===== config.mk =====
export PLATFORM = sky130hd
export DESIGN_NAME = axel_stream_pe
export DESIGN_NICKNAME = d
export VERILOG_FILES = /design/src/rtl/axel_stream_pe.sv
export SDC_FILE = /design/constraint.sdc
export NUM_CORES = 2
export LEC_CHECK = 0
export ABC_AREA = 0
export CORE_MARGIN = 3
export CORE_UTILIZATION = 36
export CTS_BUF_LIST = sky130_fd_sc_hd__clkbuf_16
export CTS_CLUSTER_DIAMETER = 40
export CTS_CLUSTER_SIZE = 20
export DETAILED_ROUTE_END_ITERATION = 10
export RECOVER_POWER = 50
export SLEW_MARGIN = 20
export SYNTH_ARGS = -nofsm -noshare
export SYNTH_HDL_FRONTEND = slang
export SYNTH_HIERARCHICAL = 1
export SYNTH_SLANG_ARGS = --single-unit

===== constraint.sdc =====
create_clock -name clk -period 30.1 [get_ports clk]
set_input_delay 6.02 -clock clk [delete_from_list [all_inputs] [get_ports clk]]
set_output_delay 6.02 -clock clk [all_outputs]
set_load 0.05 [all_outputs]

===== src/rtl/axel_stream_pe.sv =====
// Streaming processing element: ch0 adds consecutive word pairs lane-wise, ch1 emits a lane-wise prefix sum.
// Optional AXEL_PE_TRACE_EN adds a simulation-only print of every output word; logic is otherwise identical.

module axel_stream_pe_chan #(
    parameter int DATA_WIDTH  = 128,
    parameter int LANE_W      = 32,
    parameter int FIFO_DEPTH  = 4,
    parameter bit PREFIX_MODE = 1'b0
) (
    input  logic                  clk,
    input  logic                  reset,
    output logic                  rd,
    input  logic                  vld,
    input  logic [DATA_WIDTH-1:0] data_in,
    output logic                  wr,
    input  logic                  full,
    output logic [DATA_WIDTH-1:0] data_out
);

    localparam int LANES = DATA_WIDTH / LANE_W;
    localparam int AW    = $clog2(FIFO_DEPTH);
    localparam int CW    = AW + 1;
    localparam int SW    = CW + 1;

    function automatic logic [DATA_WIDTH-1:0] lane_add(input logic [DATA_WIDTH-1:0] a,
                                                       input logic [DATA_WIDTH-1:0] b);
        logic [DATA_WIDTH-1:0] s;
        s = {DATA_WIDTH{1'b0}};
        for (int k = 0; k < LANES; k++) begin
            s[k*LANE_W +: LANE_W] = a[k*LANE_W +: LANE_W] + b[k*LANE_W +: LANE_W];
        end
        return s;
    endfunction

    logic                  rd_r;
    logic                  phase_r;
    logic [CW-1:0]         outst_r;
    logic [CW-1:0]         cnt_r;
    logic [AW-1:0]         wptr_r;
    logic [AW-1:0]         rptr_r;
    logic [DATA_WIDTH-1:0] hold_r;
    logic [DATA_WIDTH-1:0] mem_r [FIFO_DEPTH];

    logic                  not_empty_s;
    logic                  push_s;
    logic                  pop_s;
    logic                  rd_nxt_s;
    logic                  phase_nxt_s;
    logic [DATA_WIDTH-1:0] push_data_s;
    logic [DATA_WIDTH-1:0] hold_nxt_s;
    logic [CW-1:0]         outst_nxt_s;
    logic [CW-1:0]         cnt_nxt_s;
    logic [SW-1:0]         commit_s;

    assign not_empty_s = (cnt_r != {CW{1'b0}});
    assign pop_s       = not_empty_s & ~full;
    assign wr          = pop_s;
    assign rd          = rd_r;
    assign data_out    = not_empty_s ? mem_r[rptr_r] : {DATA_WIDTH{1'b0}};

    // Datapath: hold_r is the pending A word (pair mode) or the accumulator (prefix mode)
    always_comb begin
        push_data_s = lane_add(hold_r, data_in);
        push_s      = 1'b0;
        hold_nxt_s  = hold_r;
        phase_nxt_s = phase_r;
        if (PREFIX_MODE) begin
            if (vld) begin
                push_s     = 1'b1;
                hold_nxt_s = push_data_s;
            end else begin
                push_s = 1'b0;
            end
        end else begin
            if (vld) begin
                if (phase_r) begin
                    push_s      = 1'b1;
                    phase_nxt_s = 1'b0;
                end else begin
                    hold_nxt_s  = data_in;
                    phase_nxt_s = 1'b1;
                end
            end else begin
                push_s = 1'b0;
            end
        end
    end

    // Credit: words queued plus reads in flight (including this cycle's) must leave a free slot
    always_comb begin
        commit_s = SW'(cnt_r) + SW'(outst_r) + SW'(rd_r);
        rd_nxt_s = (commit_s < SW'(FIFO_DEPTH));
        case ({rd_r, vld})
            2'b10:   outst_nxt_s = outst_r + CW'(1);
            2'b01:   outst_nxt_s = (outst_r == {CW{1'b0}}) ? {CW{1'b0}} : outst_r - CW'(1);
            default: outst_nxt_s = outst_r;
        endcase
        case ({push_s, pop_s})
            2'b10:   cnt_nxt_s = cnt_r + CW'(1);
            2'b01:   cnt_nxt_s = cnt_r - CW'(1);
            default: cnt_nxt_s = cnt_r;
        endcase
    end

    // State registers and FIFO storage
    always_ff @(posedge clk or posedge reset) begin
        if (reset) begin
            rd_r    <= 1'b0;
            phase_r <= 1'b0;
            outst_r <= {CW{1'b0}};
            cnt_r   <= {CW{1'b0}};
            wptr_r  <= {AW{1'b0}};
            rptr_r  <= {AW{1'b0}};
            hold_r  <= {DATA_WIDTH{1'b0}};
            for (int i = 0; i < FIFO_DEPTH; i++) begin
                mem_r[i] <= {DATA_WIDTH{1'b0}};
            end
        end else begin
            rd_r    <= rd_nxt_s;
            phase_r <= phase_nxt_s;
            outst_r <= outst_nxt_s;
            cnt_r   <= cnt_nxt_s;
            hold_r  <= hold_nxt_s;
            if (push_s) begin
                mem_r[wptr_r] <= push_data_s;
                wptr_r        <= wptr_r + AW'(1);
            end else begin
                wptr_r <= wptr_r;
            end
            if (pop_s) begin
                rptr_r <= rptr_r + AW'(1);
            end else begin
                rptr_r <= rptr_r;
            end
        end
    end

endmodule

module axel_stream_pe #(
    parameter int DATA_WIDTH = 128,
    parameter int LANE_W     = 32,
    parameter int FIFO_DEPTH = 4
) (
    input  logic                  clk,
    input  logic                  reset,
    output logic                  rd0,
    input  logic                  vld0,
    input  logic [DATA_WIDTH-1:0] data_in0,
    output logic                  wr0,
    input  logic                  full0,
    output logic [DATA_WIDTH-1:0] data_out0,
    output logic                  rd1,
    input  logic                  vld1,
    input  logic [DATA_WIDTH-1:0] data_in1,
    output logic                  wr1,
    input  logic                  full1,
    output logic [DATA_WIDTH-1:0] data_out1
);

    axel_stream_pe_chan #(
        .DATA_WIDTH (DATA_WIDTH),
        .LANE_W     (LANE_W),
        .FIFO_DEPTH (FIFO_DEPTH),
        .PREFIX_MODE(1'b0)
    ) u_ch0 (
        .clk     (clk),
        .reset   (reset),
        .rd      (rd0),
        .vld     (vld0),
        .data_in (data_in0),
        .wr      (wr0),
        .full    (full0),
        .data_out(data_out0)
    );

    axel_stream_pe_chan #(
        .DATA_WIDTH (DATA_WIDTH),
        .LANE_W     (LANE_W),
        .FIFO_DEPTH (FIFO_DEPTH),
        .PREFIX_MODE(1'b1)
    ) u_ch1 (
        .clk     (clk),
        .reset   (reset),
        .rd      (rd1),
        .vld     (vld1),
        .data_in (data_in1),
        .wr      (wr1),
        .full    (full1),
        .data_out(data_out1)
    );

`ifdef AXEL_PE_TRACE_EN
    // Simulation trace of every word written back to either adapter
    always @(posedge clk) begin
        if (wr0) begin
            $display("PE ch0 out: %h", data_out0);
        end
        if (wr1) begin
            $display("PE ch1 out: %h", data_out1);
        end
    end
`else
`endif

endmodule


==> results.toml <==
[status]
outcome = "finished with violations"
violations = "max-capacitance violations, max-slew violations"

[grt]
grt_pass1_vias = 53528
gr-total-overflow = 0
grt_pass1_wl_mm = 315
grt_use_total_pct = 20.3
grt_start_max_net_pins = 187
antenna_found_initial = 43

[critical_path]
worstSetupPathType = "input pin to async pin"
cp.arrival_ps = 15640
crit_family = "buffers and inverters"
cp_common_cell = "clkbuf_1"
path_buf_inv = 4
crit_fanout = 113
cp_slowest_stage_delay_ps = 3300
start_kind = "input pin"
worstPathRequired_ps = 29930
crit_chain = "dlygate4sd3_1, clkinvlp_2, clkbuf_1, clkbuf_1"
critPathCaptureType = "async pin"
crit_slowest_cell = "clkbuf_1"

[clocking]
clk_path_buf_depth = 3
cts-htree-levels = 4
post-cts-setup-buffer-count = 0
cts.sinks = 1303
ctsResizeCount = 0
numCtsBuffers = 219
insertion_delay_ps = 860
ctsRootBufferMaster = "clkbuf_16"
cts_hold_buf = 0
cts_tree = "built"
path_clk_slew_ps = 50

[placement]
gp_congestion = 0.896
place_area_um2 = 76100
dp_slack_ps = 16120
io_buffers = 521
hpwlAfterDp_mm = 133

[sta]
finalHoldViolCount = 0
relSlewSlack_pct = -272
tns_ps = 0
finalClockSkew_ps = 80.6
postLayoutSetupSlackWorst_ps = 14290
grt_setup_unrepaired = "no"
worst_pin_slew_ps = 5580
setup_viol = 0
period_needed_ps = 15810
slew_violations = 2611
period_share_pct = 52.5
fmax_ghz = 0.0633

[finish]
nNetsFinal = 7769
stdcell_area_um2 = 83800
fillers = 17631
drive_gt1_share_pct = 13.0
synthToLayoutAreaGrowth_pct = 21.7

[synth]
synth_seq_cells = 1303
synth_top_area_share_pct = 47.4
synthTopCellsByArea = "dfrtp_1 (47%), nand2_1 (9.4%), mux4_2 (8.4%), o21ai_0 (5.6%), ha_1 (5.0%)"
synth_edf_count = 0
async_reset_ff_share_pct = 100
synth_cells = 6835
ys.flop_type = "dfrtp_1"
synth.largest_area_cell = "dfrtp_1"
avgSynthCellArea_um2 = 10.1
synth_cell_types = 102
syn_nets = 7381
synth-seq-area-share_pct = 47.4
netlist_area_um2 = 68800
synth_warnings = 6

[min_path]
hp-class = "flop to flop"

[floorplanning]
io_pins = 522
die_w_um = 443
core_um2 = 189000
row_count = 159
die_area_um2 = 196000
start_util_pct = 36.5
die_h_um = 443

[drt]
wl_mm = 201
routed-via-count = 52703
firstDrtPassIters = 6
drtIter0Drc = 3327
drcViolationCount = 0
viasPerCell = 5.31
drtAntennaViolNets = 0
wl_per_cell_um = 20.2

[run]
cap_violations = 40
-- synth_stat cells, types with 8 or more instances --
cell / instances
clkbuf_1: 344
o21ai_1: 33
nand2b_1: 37
o22ai_1: 8
ha_1: 274
a31o_2: 10
a221oi_1: 10
nor2b_1: 287
o21bai_1: 37
and3_1: 22
fa_1: 10
xor2_1: 99
a21o_1: 108
a31oi_1: 35
inv_1: 76
nand3_1: 78
nand4_1: 40
o21a_1: 39
a211oi_1: 32
and2_1: 20
mux4_2: 256
mux2_2: 244
nand2_1: 1728
nor3_1: 50
or3_1: 15
o21ai_0: 768
mux2i_1: 11
or4_1: 11
a211o_1: 19
o31ai_1: 39
nor2_1: 145
o211ai_1: 38
a2111oi_0: 10
xnor2_1: 127
o2111ai_1: 19
buf_1: 46
dfrtp_1: 1303
a21oi_1: 258
-- worst min-delay path: cells and delay by family, from the launching register on --
family	cells	cell delay, ps
DFF	1	330
and+or+nand+nor	2	100
-- registers in the layout, summed over array words and instances (netlist names), 3 cells and up --
register       count
u_ch0/cnt_r        3
u_ch0/hold_r     128
u_ch0/mem_r      512
u_ch0/outst_r      3
u_ch1/cnt_r        3
u_ch1/hold_r     128
u_ch1/mem_r      512
u_ch1/outst_r      3
-- per-layer routing --
layer / part of all wire, % / vias up / global-route usage [%]
met5: 0.010 / - / 0
met3: 4.8 / 420 / 3.43
met2: 49 / 1342 / 33.7
met1: 41 / 26136 / 25.2
li1: - / 24801 / -
met4: 5.4 / 4 / 10.9
-- path summary, 6_finish.rpt --
check | start | cells past startpoint | slack, ps | endpoint
setup / recovery | reset | 4 | 14290 | u_ch0/mem_r[340]
setup reg to reg | u_ch1/wptr_r[0] | 6 | 22040 | u_ch1/mem_r[24]
min in group asynchronous | reset | 2 | 7300 | u_ch0/hold_r[45]
hold reg to reg | u_ch1/mem_r[259] | 2 | 470 | u_ch1/mem_r[259]
hold / removal | u_ch1/mem_r[259] | 2 | 470 | u_ch1/mem_r[259]
max in group clk | full0 | 3 | 15980 | wr0
-- cells in the final DEF (no fill, tap or decap), types with 19 or more instances in the layout --
cell type,count
a21oi_1,258
nor3_1,48
clkinvlp_4,30
clkbuf_16,219
nor2b_1,287
bufinv_16,29
o21a_1,39
xor2_1,99
nand3_1,78
nand2b_1,37
clkdlybuf4s50_1,508
inv_6,27
o21bai_1,37
and3_1,21
xnor2_1,127
clkbuf_1,31
o21ai_0,773
nor2_1,145
o211ai_1,38
o31ai_1,40
nand4_1,40
mux4_2,256
mux2_2,243
a31oi_1,35
o21ai_1,28
clkinv_4,20
a21o_1,108
inv_1,92
a211o_1,20
nand2_1,1729
dfrtp_1,1299
clkinv_2,28
o2111ai_1,19
diode_2,20
a211oi_1,32
ha_1,274
-- per-stage QoR --
stage	hold slack, ps	instances	utilization, %
final	467	9933	44.4
after global routing	485	9929	44.4
after CTS	470	9912	44.4
after global placement	453	9496	40.3
after floorplan	440	6835	-
after detailed placement	457	9496	40.3
-- layout make-up --
type	instances	area, µm²	area share [%]
inverters	76	288	0.344
multi-input cells	5047	34300	41.0
repair buffers	576	5590	6.67
well taps	2495	3120	3.73
flip-flops and latches	1303	32600	38.9
clock inverters	197	2300	2.75
clock buffers	219	5480	6.54
diodes	20	50.0	0.0598
-- cell families after synthesis --
| kind of cell | count (synthesis) | synth area share (%) |
|---|---|---|
| compound gates | 1541 | 13.4 |
| xor+xnor | 230 | 2.98 |
| fa+ha+maj | 284 | 5.27 |
| buf+inv | 485 | 2.76 |
| flops | 1303 | 47.4 |
| mux | 511 | 12.5 |
| simple gates | 2481 | 15.7 |
Power is left out: the tool's default activity adds up to more than one toggle a clock period on the data nets, which glitch-free logic cannot reach.
